File: config.mk
export PLATFORM = sky130hd
export DESIGN_NAME = line_packer_128to512
export DESIGN_NICKNAME = d
export VERILOG_FILES = /design/src/rtl/harp2_pkg.sv /design/src/rtl/line_packer_128to512.sv
export SDC_FILE = /design/constraint.sdc
export NUM_CORES = 2
export LEC_CHECK = 0
export BUFFER_PORTS_ARGS = -buffer_cell sky130_fd_sc_hd__buf_2
export CORE_MARGIN = 3
export CORE_UTILIZATION = 52
export CTS_BUF_LIST = sky130_fd_sc_hd__clkbuf_2 sky130_fd_sc_hd__clkbuf_4 sky130_fd_sc_hd__clkbuf_8
export CTS_CLUSTER_SIZE = 8
export DETAILED_ROUTE_END_ITERATION = 8
export GPL_ROUTABILITY_DRIVEN = 0
export PLACE_DENSITY = 0.79
export SLEW_MARGIN = 15
export SYNTH_ARGS = -nofsm -noshare
export SYNTH_HDL_FRONTEND = slang
export SYNTH_SLANG_ARGS = --single-unit
File: constraint.sdc
create_clock -name clk -period 2.4 [get_ports clk]
set_input_delay 0.24 -clock clk [delete_from_list [all_inputs] [get_ports clk]]
set_output_delay 0.24 -clock clk [all_outputs]
set_load 0.005 [all_outputs]
File: src/rtl/harp2_pkg.sv
`timescale 1ns/1ps
// Shared constants and helpers for the harp2 kernel host write path.
package harp2_pkg;

  // Host line width and kernel word width.
  localparam int LINE_W = 512;
  localparam int WORD_W = 128;

  // Width of a "valid word count" field able to hold 1..lanes.
  function automatic int lanes_to_nwords_w(input int lanes);
    return $clog2(lanes) + 1;
  endfunction

endpackage

File: src/rtl/line_packer_128to512.sv
`timescale 1ns/1ps
// Packs consecutive 128-bit words from the 4:1 output mux into 512-bit host
// lines. A stream closes on in_last; a short final line is zero-padded and
// tagged with its valid word count. Full throughput while the consumer is ready.
module line_packer_128to512
  import harp2_pkg::*;
#(
  parameter int  IN_W  = WORD_W,
  parameter int  LANES = LINE_W / WORD_W,
  parameter int  CNT_W = 32,
  localparam int IDX_W = $clog2(LANES),
  localparam int NW_W  = lanes_to_nwords_w(LANES)
) (
  input  logic                  clk,
  input  logic                  rst_n,
  input  logic [IN_W-1:0]       in_data,
  input  logic                  in_valid,
  input  logic                  in_last,
  output logic                  in_ready,
  output logic [IN_W*LANES-1:0] out_data,
  output logic                  out_valid,
  output logic                  out_last,
  output logic [NW_W-1:0]       out_nwords,
  input  logic                  out_ready,
  output logic [CNT_W-1:0]      line_cnt
);

  localparam int                OUT_W    = IN_W * LANES;
  localparam logic [IDX_W-1:0]  LAST_IDX = IDX_W'(LANES - 1);

  // Next lane to fill and the lanes collected so far. The top lane never needs
  // storage: a word landing there always closes the line straight away.
  logic [IDX_W-1:0] idx_q, idx_d;
  logic [IN_W-1:0]  acc_q [LANES-1];
  logic [IN_W-1:0]  acc_d [LANES-1];

  // Output register.
  logic [OUT_W-1:0] out_data_q, out_data_d;
  logic             out_valid_q, out_valid_d;
  logic             out_last_q, out_last_d;
  logic [NW_W-1:0]  out_nwords_q, out_nwords_d;
  logic [CNT_W-1:0] line_cnt_q, line_cnt_d;

  logic             accept;
  logic             complete;
  logic             handoff;
  logic [OUT_W-1:0] line_c;

  // The output register can take a new line when it is empty or being drained.
  assign in_ready = ~out_valid_q | out_ready;
  assign accept   = in_valid & in_ready;
  // A word closes the line when it fills the top lane or ends the stream.
  assign complete = accept & (in_last | (idx_q == LAST_IDX));
  assign handoff  = out_valid_q & out_ready;

  // Line image for a completing accept: stored lanes below idx, the incoming
  // word at idx, zero padding above it.
  for (genvar gi = 0; gi < LANES; gi++) begin : g_lane
    if (gi < LANES - 1) begin : g_stored
      assign line_c[gi*IN_W +: IN_W] =
        (IDX_W'(gi) < idx_q)  ? acc_q[gi] :
        (IDX_W'(gi) == idx_q) ? in_data   : '0;
    end else begin : g_top
      assign line_c[gi*IN_W +: IN_W] = (IDX_W'(gi) == idx_q) ? in_data : '0;
    end
  end

  // Accumulation lanes and fill index: store on partial accepts, wipe on close.
  always_comb begin
    idx_d = idx_q;
    for (int k = 0; k < LANES - 1; k++) begin
      acc_d[k] = acc_q[k];
    end
    if (complete) begin
      idx_d = '0;
      for (int k = 0; k < LANES - 1; k++) begin
        acc_d[k] = '0;
      end
    end else if (accept) begin
      idx_d = idx_q + IDX_W'(1);
      for (int k = 0; k < LANES - 1; k++) begin
        if (idx_q == IDX_W'(k)) begin
          acc_d[k] = in_data;
        end
      end
    end
  end

  // Output register: reload on a closed line (even while handing off the
  // previous one), otherwise drop valid once the consumer has taken the line.
  always_comb begin
    out_data_d   = out_data_q;
    out_valid_d  = out_valid_q;
    out_last_d   = out_last_q;
    out_nwords_d = out_nwords_q;
    line_cnt_d   = line_cnt_q;
    if (complete) begin
      out_data_d   = line_c;
      out_valid_d  = 1'b1;
      out_last_d   = in_last;
      out_nwords_d = {1'b0, idx_q} + NW_W'(1);
    end else if (handoff) begin
      out_valid_d  = 1'b0;
    end
    if (handoff) begin
      line_cnt_d = line_cnt_q + CNT_W'(1);
    end
  end

  // State update; reset drops any partial line and empties the output.
  always_ff @(posedge clk or negedge rst_n) begin
    if (!rst_n) begin
      idx_q        <= '0;
      out_data_q   <= '0;
      out_valid_q  <= 1'b0;
      out_last_q   <= 1'b0;
      out_nwords_q <= '0;
      line_cnt_q   <= '0;
      for (int k = 0; k < LANES - 1; k++) begin
        acc_q[k] <= '0;
      end
    end else begin
      idx_q        <= idx_d;
      out_data_q   <= out_data_d;
      out_valid_q  <= out_valid_d;
      out_last_q   <= out_last_d;
      out_nwords_q <= out_nwords_d;
      line_cnt_q   <= line_cnt_d;
      for (int k = 0; k < LANES - 1; k++) begin
        acc_q[k] <= acc_d[k];
      end
    end
  end

  assign out_data   = out_data_q;
  assign out_valid  = out_valid_q;
  assign out_last   = out_last_q;
  assign out_nwords = out_nwords_q;
  assign line_cnt   = line_cnt_q;

endmodule

# Yosys cells after proc, flatten, opt, wreduce, memory -nomap -nowiden
# Cells that the tools add are included.
op_classes:
  addsub: 3
  n_lt_le_gt_ge: 3
  eq_ne: 6
  mux: 16
  bitwise: 6
  reduce_logical: 9
op_table:
  columns: ["op", "count"]
  rows:
  - ["128-bit two-way mux", 10]
  - ["384-bit two-way mux", 2]
  - ["32-bit by 1-bit adder with 32-bit output (second input constant)", 1]
  - ["2-bit nonzero test", 5]
  - ["2-bit AND reduction", 3]
  - ["2-bit equality test (first input constant)", 2]
  - ["2-bit equality test (second input constant)", 2]
  - ["1-bit by 2-bit < comparator with 1-bit output (first input constant)", 2]
  - ["2-bit two-way mux", 2]
  - ["2-bit by 1-bit adder with 3-bit output (second input constant)", 1]
  - ["1-bit bitwise AND", 3]
  - ["2-bit by 1-bit adder with 2-bit output (second input constant)", 1]
  - ["1-bit by 2-bit equality test with 1-bit output (first input constant)", 1]
  - ["2-bit by 1-bit equality test with 1-bit output (second input constant)", 1]
  - ["2-bit logical NOT", 1]
  - ["2-bit < comparator (first input constant)", 1]
  - ["1-bit two-way mux", 2]
  - ["1-bit bitwise OR", 2]
  - ["1-bit inverter", 1]
word_totals:
  register_bits: 935
  out_inout_bits: 550
  wordCells: 52

# Logic depth before layout (Yosys ltp)
logic_depth:
  ltp_word: 6
  mapped_depth: 12

# Worst setup path after synthesis
# No wires, ideal clock.
synth_timing:
  kind: "flip-flop to flip-flop"
  startpoint: "register idx_q[1]"
  endpoint: "register acc_q[312] (netlist name)"
  setup_ps: 132
  t_arrival_ps: 2260
  t_required_ps: 2268
  slack_ps: 8
  stages_incl_launch_ff: 11
  n_path_buf: 6
  synth_period_minus_slack_ps: 2392
  cell_sequence: "dfrtp_1 clkbuf_1 clkbuf_1 inv_1 ha_1 buf_2 o211ai_2 buf_4 buf_4 clkbuf_1 o21ai_1"
synth_between:
  elab_chain_len: 5
  word_cells_on_any_way: 8
  cone_classes: "1 x eq/ne; 1 x mux; 2 x bitwise; 4 x reduce/logical"
synth_rtl:
  columns: ["element", "line", "rtl"]
  rows:
  - ["start: declaration", "line_packer_128to512.sv:33", "logic [IDX_W-1:0] idx_q, idx_d;"]
  - ["start signal: assignment", "line_packer_128to512.sv:123", "idx_q <= idx_d;"]
  - ["2-bit equality test", "line_packer_128to512.sv:53", "assign complete = accept & (in_last | (idx_q == LAST_IDX));"]
  - ["1-bit bitwise OR", "line_packer_128to512.sv:53", null]
  - ["1-bit bitwise AND", "line_packer_128to512.sv:53", null]
  - ["2-bit nonzero test (no source line)", null, null]
  - ["2-bit AND reduction (no source line)", null, null]
  - ["end signal: indexed assignment", "line_packer_128to512.sv:130", "acc_q[k] <= acc_d[k];"]
  - ["end: declaration", "line_packer_128to512.sv:34", "logic [IN_W-1:0] acc_q [LANES-1];"]
# Several ways; a longest one is shown, not always the timed one.
# A chain may end at the register's enable or synchronous reset.

# Worst setup path after layout
layout_timing:
  startpoint: "register idx_q[0]"
  endpoint: "register acc_q[206] (netlist name)"
# Same word-level chain as after synthesis.

==> impl_metrics.prom <==
# TYPE chip_impl_metric gauge
chip_impl_info{name="outcome",value="finished, final reports clean"} 1
chip_impl_metric{name="post_synth_edffs",unit=""} 0
chip_impl_info{name="global_route.peak_usage_layer",value="met2"} 1
chip_impl_info{name="root_driver",value="clkbuf_8"} 1
chip_impl_metric{name="tightest_slew",unit="ps"} 607
chip_impl_metric{name="syn-mean-instance-area",unit="um^2"} 9.99
chip_impl_info{name="crit-reg2reg-launch",value="idx_q[0]$_DFFE_PN0P_"} 1
chip_impl_info{name="synthMostInstantiatedCell",value="nand2_1"} 1
chip_impl_metric{name="finalWorstSetupSlack",unit="ps"} 174
chip_impl_metric{name="first_global_vias",unit=""} 31600
chip_impl_metric{name="power_frac_comb",unit="%"} 24.0
chip_impl_metric{name="vias_per_cell",unit=""} 5.73
chip_impl_metric{name="numCtsBuffers",unit=""} 150
chip_impl_info{name="crit_slowest_cell",value="dfrtp_1"} 1
chip_impl_info{name="path_class",value="reg2reg"} 1
chip_impl_metric{name="max_cap_violations",unit=""} 0
chip_impl_metric{name="period_needed",unit="ps"} 2230
chip_impl_metric{name="seq_power_share",unit="%"} 46.3
chip_impl_metric{name="io_pins",unit=""} 683
chip_impl_info{name="critPathCapture",value="acc_q[206]$_DFFE_PN0P_"} 1
chip_impl_metric{name="switching_share_of_power",unit="%"} 33.0
chip_impl_metric{name="std_cell_rows",unit=""} 98
chip_impl_metric{name="fmax",unit="MHz"} 449
chip_impl_metric{name="cell_count_along_the_critical_path",unit=""} 7
chip_impl_metric{name="synth_seq_area_share",unit="%"} 61.8
chip_impl_metric{name="area_enclosed_by_the_die_boundary",unit="mm^2"} 0.0761
chip_impl_info{name="post_synth_most_frequent_cells",value="nand2_1 (1039), dfrtp_1 (935), o21ai_0 (667), clkbuf_1 (171), nor2_1 (136)"} 1
chip_impl_metric{name="grtUsageTotal",unit="%"} 30.2
chip_impl_metric{name="grt_use_met2",unit="%"} 48.5
chip_impl_info{name="r2r_end",value="acc_q[206]$_DFFE_PN0P_"} 1
chip_impl_metric{name="number_of_cells_in_the_design_after_placement",unit=""} 5242
chip_impl_metric{name="cts.sink_count",unit=""} 935
chip_impl_metric{name="syn_inst",unit=""} 3793
chip_impl_metric{name="cts.clk_slew.worst_paths",unit="ps"} 70
chip_impl_metric{name="fin_nets",unit=""} 4717
chip_impl_info{name="synth_top_cell_by_area",value="dfrtp_1"} 1
chip_impl_metric{name="grtUsageMet1",unit="%"} 39.6
chip_impl_metric{name="grt_pass1_wl",unit="mm"} 180
chip_impl_metric{name="worst_slew_margin_rel",unit="%"} 59.5
chip_impl_metric{name="finalSetupTns",unit="ps"} 0
chip_impl_metric{name="synthesis.yosys.warnings",unit=""} 0
chip_impl_metric{name="post_synth_instance_area",unit="mm^2"} 0.0379
chip_impl_metric{name="timing.final.crit_share",unit="%"} 92.7
chip_impl_metric{name="synth_cell_type_count",unit=""} 35
chip_impl_metric{name="cell_count_of_the_worst_hold_path",unit=""} 3
chip_impl_metric{name="critical_path_required",unit="ps"} 3070
chip_impl_metric{name="grt_antenna_before_repair",unit=""} 1
chip_impl_metric{name="portBuffers",unit=""} 682
chip_impl_info{name="ys.flop_type",value="dfrtp_1"} 1
chip_impl_info{name="crit_start",value="idx_q[0]$_DFFE_PN0P_"} 1
chip_impl_metric{name="detailed_place.area",unit="mm^2"} 0.0427
chip_impl_info{name="rsz0062_at_grt",value="false"} 1
chip_impl_metric{name="reg2regPathDepth",unit=""} 7
chip_impl_metric{name="design_area",unit="mm^2"} 0.0471
chip_impl_metric{name="yosys_register_bits",unit=""} 935
chip_impl_metric{name="area_growth_from_synthesis_to_layout",unit="%"} 24.3
chip_impl_metric{name="residual_antenna_violating_net_count_after_detailed_routing",unit=""} 0
chip_impl_metric{name="die-width",unit="um"} 276
chip_impl_metric{name="htreeDepth",unit=""} 4
chip_impl_metric{name="skew",unit="ps"} 57.7
chip_impl_metric{name="p_clk_share",unit="%"} 29.7
chip_impl_metric{name="initial_drt_pass_iterations",unit=""} 7
chip_impl_metric{name="drt_iter0_drc",unit=""} 2783
chip_impl_info{name="hold_path.class",value="in2reg"} 1
chip_impl_metric{name="clock_path_buffers",unit=""} 3
chip_impl_info{name="tritoncts",value="yes"} 1
chip_impl_metric{name="power_report.internal_total",unit="mW"} 31.7
chip_impl_metric{name="register_to_register_setup_slack",unit="ps"} 170
chip_impl_metric{name="die-height",unit="um"} 276
chip_impl_metric{name="postRouteWirelength",unit="mm"} 117
chip_impl_metric{name="met3_usage",unit="%"} 6.44
chip_impl_metric{name="grt-ovfl-total",unit=""} 0
chip_impl_metric{name="path_max_fanout",unit=""} 52
chip_impl_metric{name="drive_gt1_share",unit="%"} 22.8
chip_impl_metric{name="critical_path_arrival",unit="ps"} 2900
chip_impl_info{name="worst_setup_path_end_kind",value="register"} 1
chip_impl_metric{name="p_switching",unit="mW"} 15.6
chip_impl_metric{name="worstSkewPairLatency",unit="ps"} 820
chip_impl_metric{name="synth_top_cell_area_share",unit="%"} 61.8
chip_impl_metric{name="postSynth.asyncResetShare",unit="%"} 100
chip_impl_info{name="cp-start-kind",value="register"} 1
chip_impl_metric{name="hold_viol",unit=""} 0
chip_impl_metric{name="power.density",unit="mW/mm^2"} 1000
chip_impl_metric{name="routed_wire_length_per_instance",unit="um"} 20.7
chip_impl_metric{name="start_util",unit="%"} 52.7
chip_impl_metric{name="grt_max_degree",unit=""} 129
chip_impl_metric{name="postCtsResizedCells",unit=""} 0
chip_impl_metric{name="leak",unit="nW"} 23.9
chip_impl_metric{name="synthesis.nets",unit=""} 3932
chip_impl_info{name="top_cell_family_by_delay_on_the_critical_path",value="buffers and inverters"} 1
chip_impl_info{name="netlist_top_cells_area",value="dfrtp_1 (62%), nand2_1 (10%), o21ai_0 (8.8%)"} 1
chip_impl_metric{name="core_area",unit="mm^2"} 0.0719
chip_impl_metric{name="final-max-slew-violation-count",unit=""} 0
chip_impl_metric{name="slowest_delay",unit="ps"} 460
chip_impl_metric{name="post-place-ws",unit="ps"} 231
chip_impl_metric{name="dr_drc_count",unit=""} 0
chip_impl_metric{name="critical_path.n_buffers_inverters",unit=""} 2
chip_impl_metric{name="detailroute.via_count",unit=""} 32300
chip_impl_metric{name="non_filler_instances",unit=""} 5629
chip_impl_metric{name="finalSetupViolCount",unit=""} 0
chip_impl_info{name="crit_chain",value="ha_1 -> or2_4 -> o211ai_1 -> buf_4 -> buf_12 -> nand2_1 -> o21ai_0"} 1
chip_impl_metric{name="dpl.hpwl",unit="mm"} 75.7
chip_impl_metric{name="ir_worst_vdd",unit="mV"} 0.642
[logic make-up after synthesis]
kind of cell / share of synthesized area, %
and+or+nand+nor: 12.4
AOI/OAI and AO/OA: 17.5
DFF: 61.8
buffers and inverters: 3.95
muxes: 3.44
xor gates and xnor gates: 0.717
adders and majority gates: 0.198
[timing repair]
| item | in CTS | in global routing |
|---|---|---|
| hold endpoints to repair | 1681 | 0 |
| setup endpoints to repair | 0 | 0 |
| hold buffers | 134 | 0 |
| buffers inserted | 0 | 0 |
[through the flow]
step           hold WS, ps  util (%)  power (mW)
6_report               280      65.5        47.3
5_1_grt                243      65.5        49.8
4_1_cts                186      65.5        47.3
3_5_place_dp           233      59.4        33.1
3_3_place_gp           229      59.4        32.7
2_1_floorplan        -55.6         -        27.2
[how the worst min path moves through the flow]
stage	from	end	slack (ps)
floorplan	rst_n	acc_q[0]$_DFFE_PN0P_	-60
global placement	rst_n	line_cnt[14]$_DFFE_PN0P_	230
detailed placement	rst_n	line_cnt[14]$_DFFE_PN0P_	230
CTS	in_data[101]	out_data[485]$_DFFE_PN0P_	190
global route	in_data[121]	out_data[505]$_DFFE_PN0P_	240
finish	in_data[42]	out_data[426]$_DFFE_PN0P_	280
[flip-flops by register name (all words and copies together) (netlist names)]
| register | count |
|---|---|
| acc_q | 384 |
| idx_q | 2 |
| line_cnt | 32 |
| out_data | 512 |
| out_last | 1 |
| out_nwords | 3 |
| out_valid | 1 |
[power by group through the flow]
stage / Combinational, mW / Clock [mW] / Sequential (mW)
after detailed placement: 11.1 / 0 / 22.0
final: 11.3 / 14.1 / 21.9
after floorplan: 5.57 / 0 / 21.7
after CTS: 11.3 / 14.2 / 21.8
after global placement: 10.8 / 0 / 21.9
after global routing: 12.6 / 15.0 / 22.3
[layer usage]
layer | wire (um) | share of wire [%] | vias up
li1 | - | - | 14600
met1 | 45900 | 39 | 15800
met2 | 55500 | 48 | 1575
met3 | 9410 | 8.1 | 331
met4 | 5700 | 4.9 | 0
met5 | 0 | 0 | -
[tightest hold or removal path, delay by kind of cell]
| family | cells | cell delay, ps |
|---|---|---|
| buffers and inverters | 2 | 670 |
| AO/OA/AOI/OAI | 1 | 130 |
[placed cells by master (no fill, tap or decap), drive strengths merged, types with 18 or more instances in the layout]
master       synthesis  routed
a22o               128     128
nor2               136     136
dlygate4sd3          0     133
mux2i              128     128
dfrtp              935     935
clkbuf             171     233
buf                130     801
nand2             1039    1039
a21oi              128     128
xnor2               26      26
a22oi              128     128
o21ai              772     772
nand4               18      18
[cell type report]
type / instances / area, um^2
sequential: 935 / 23400
clock buffer: 233 / 2840
multi-input combinational: 2551 / 13100
clock inverter: 19 / 191
tap: 950 / 1190
antenna: 1 / 2.50
fill: 5377 / 24800
timing repair buffer: 934 / 6390
inverter: 6 / 22.5
No activity file was read; power rests on OpenSTA's default activity.
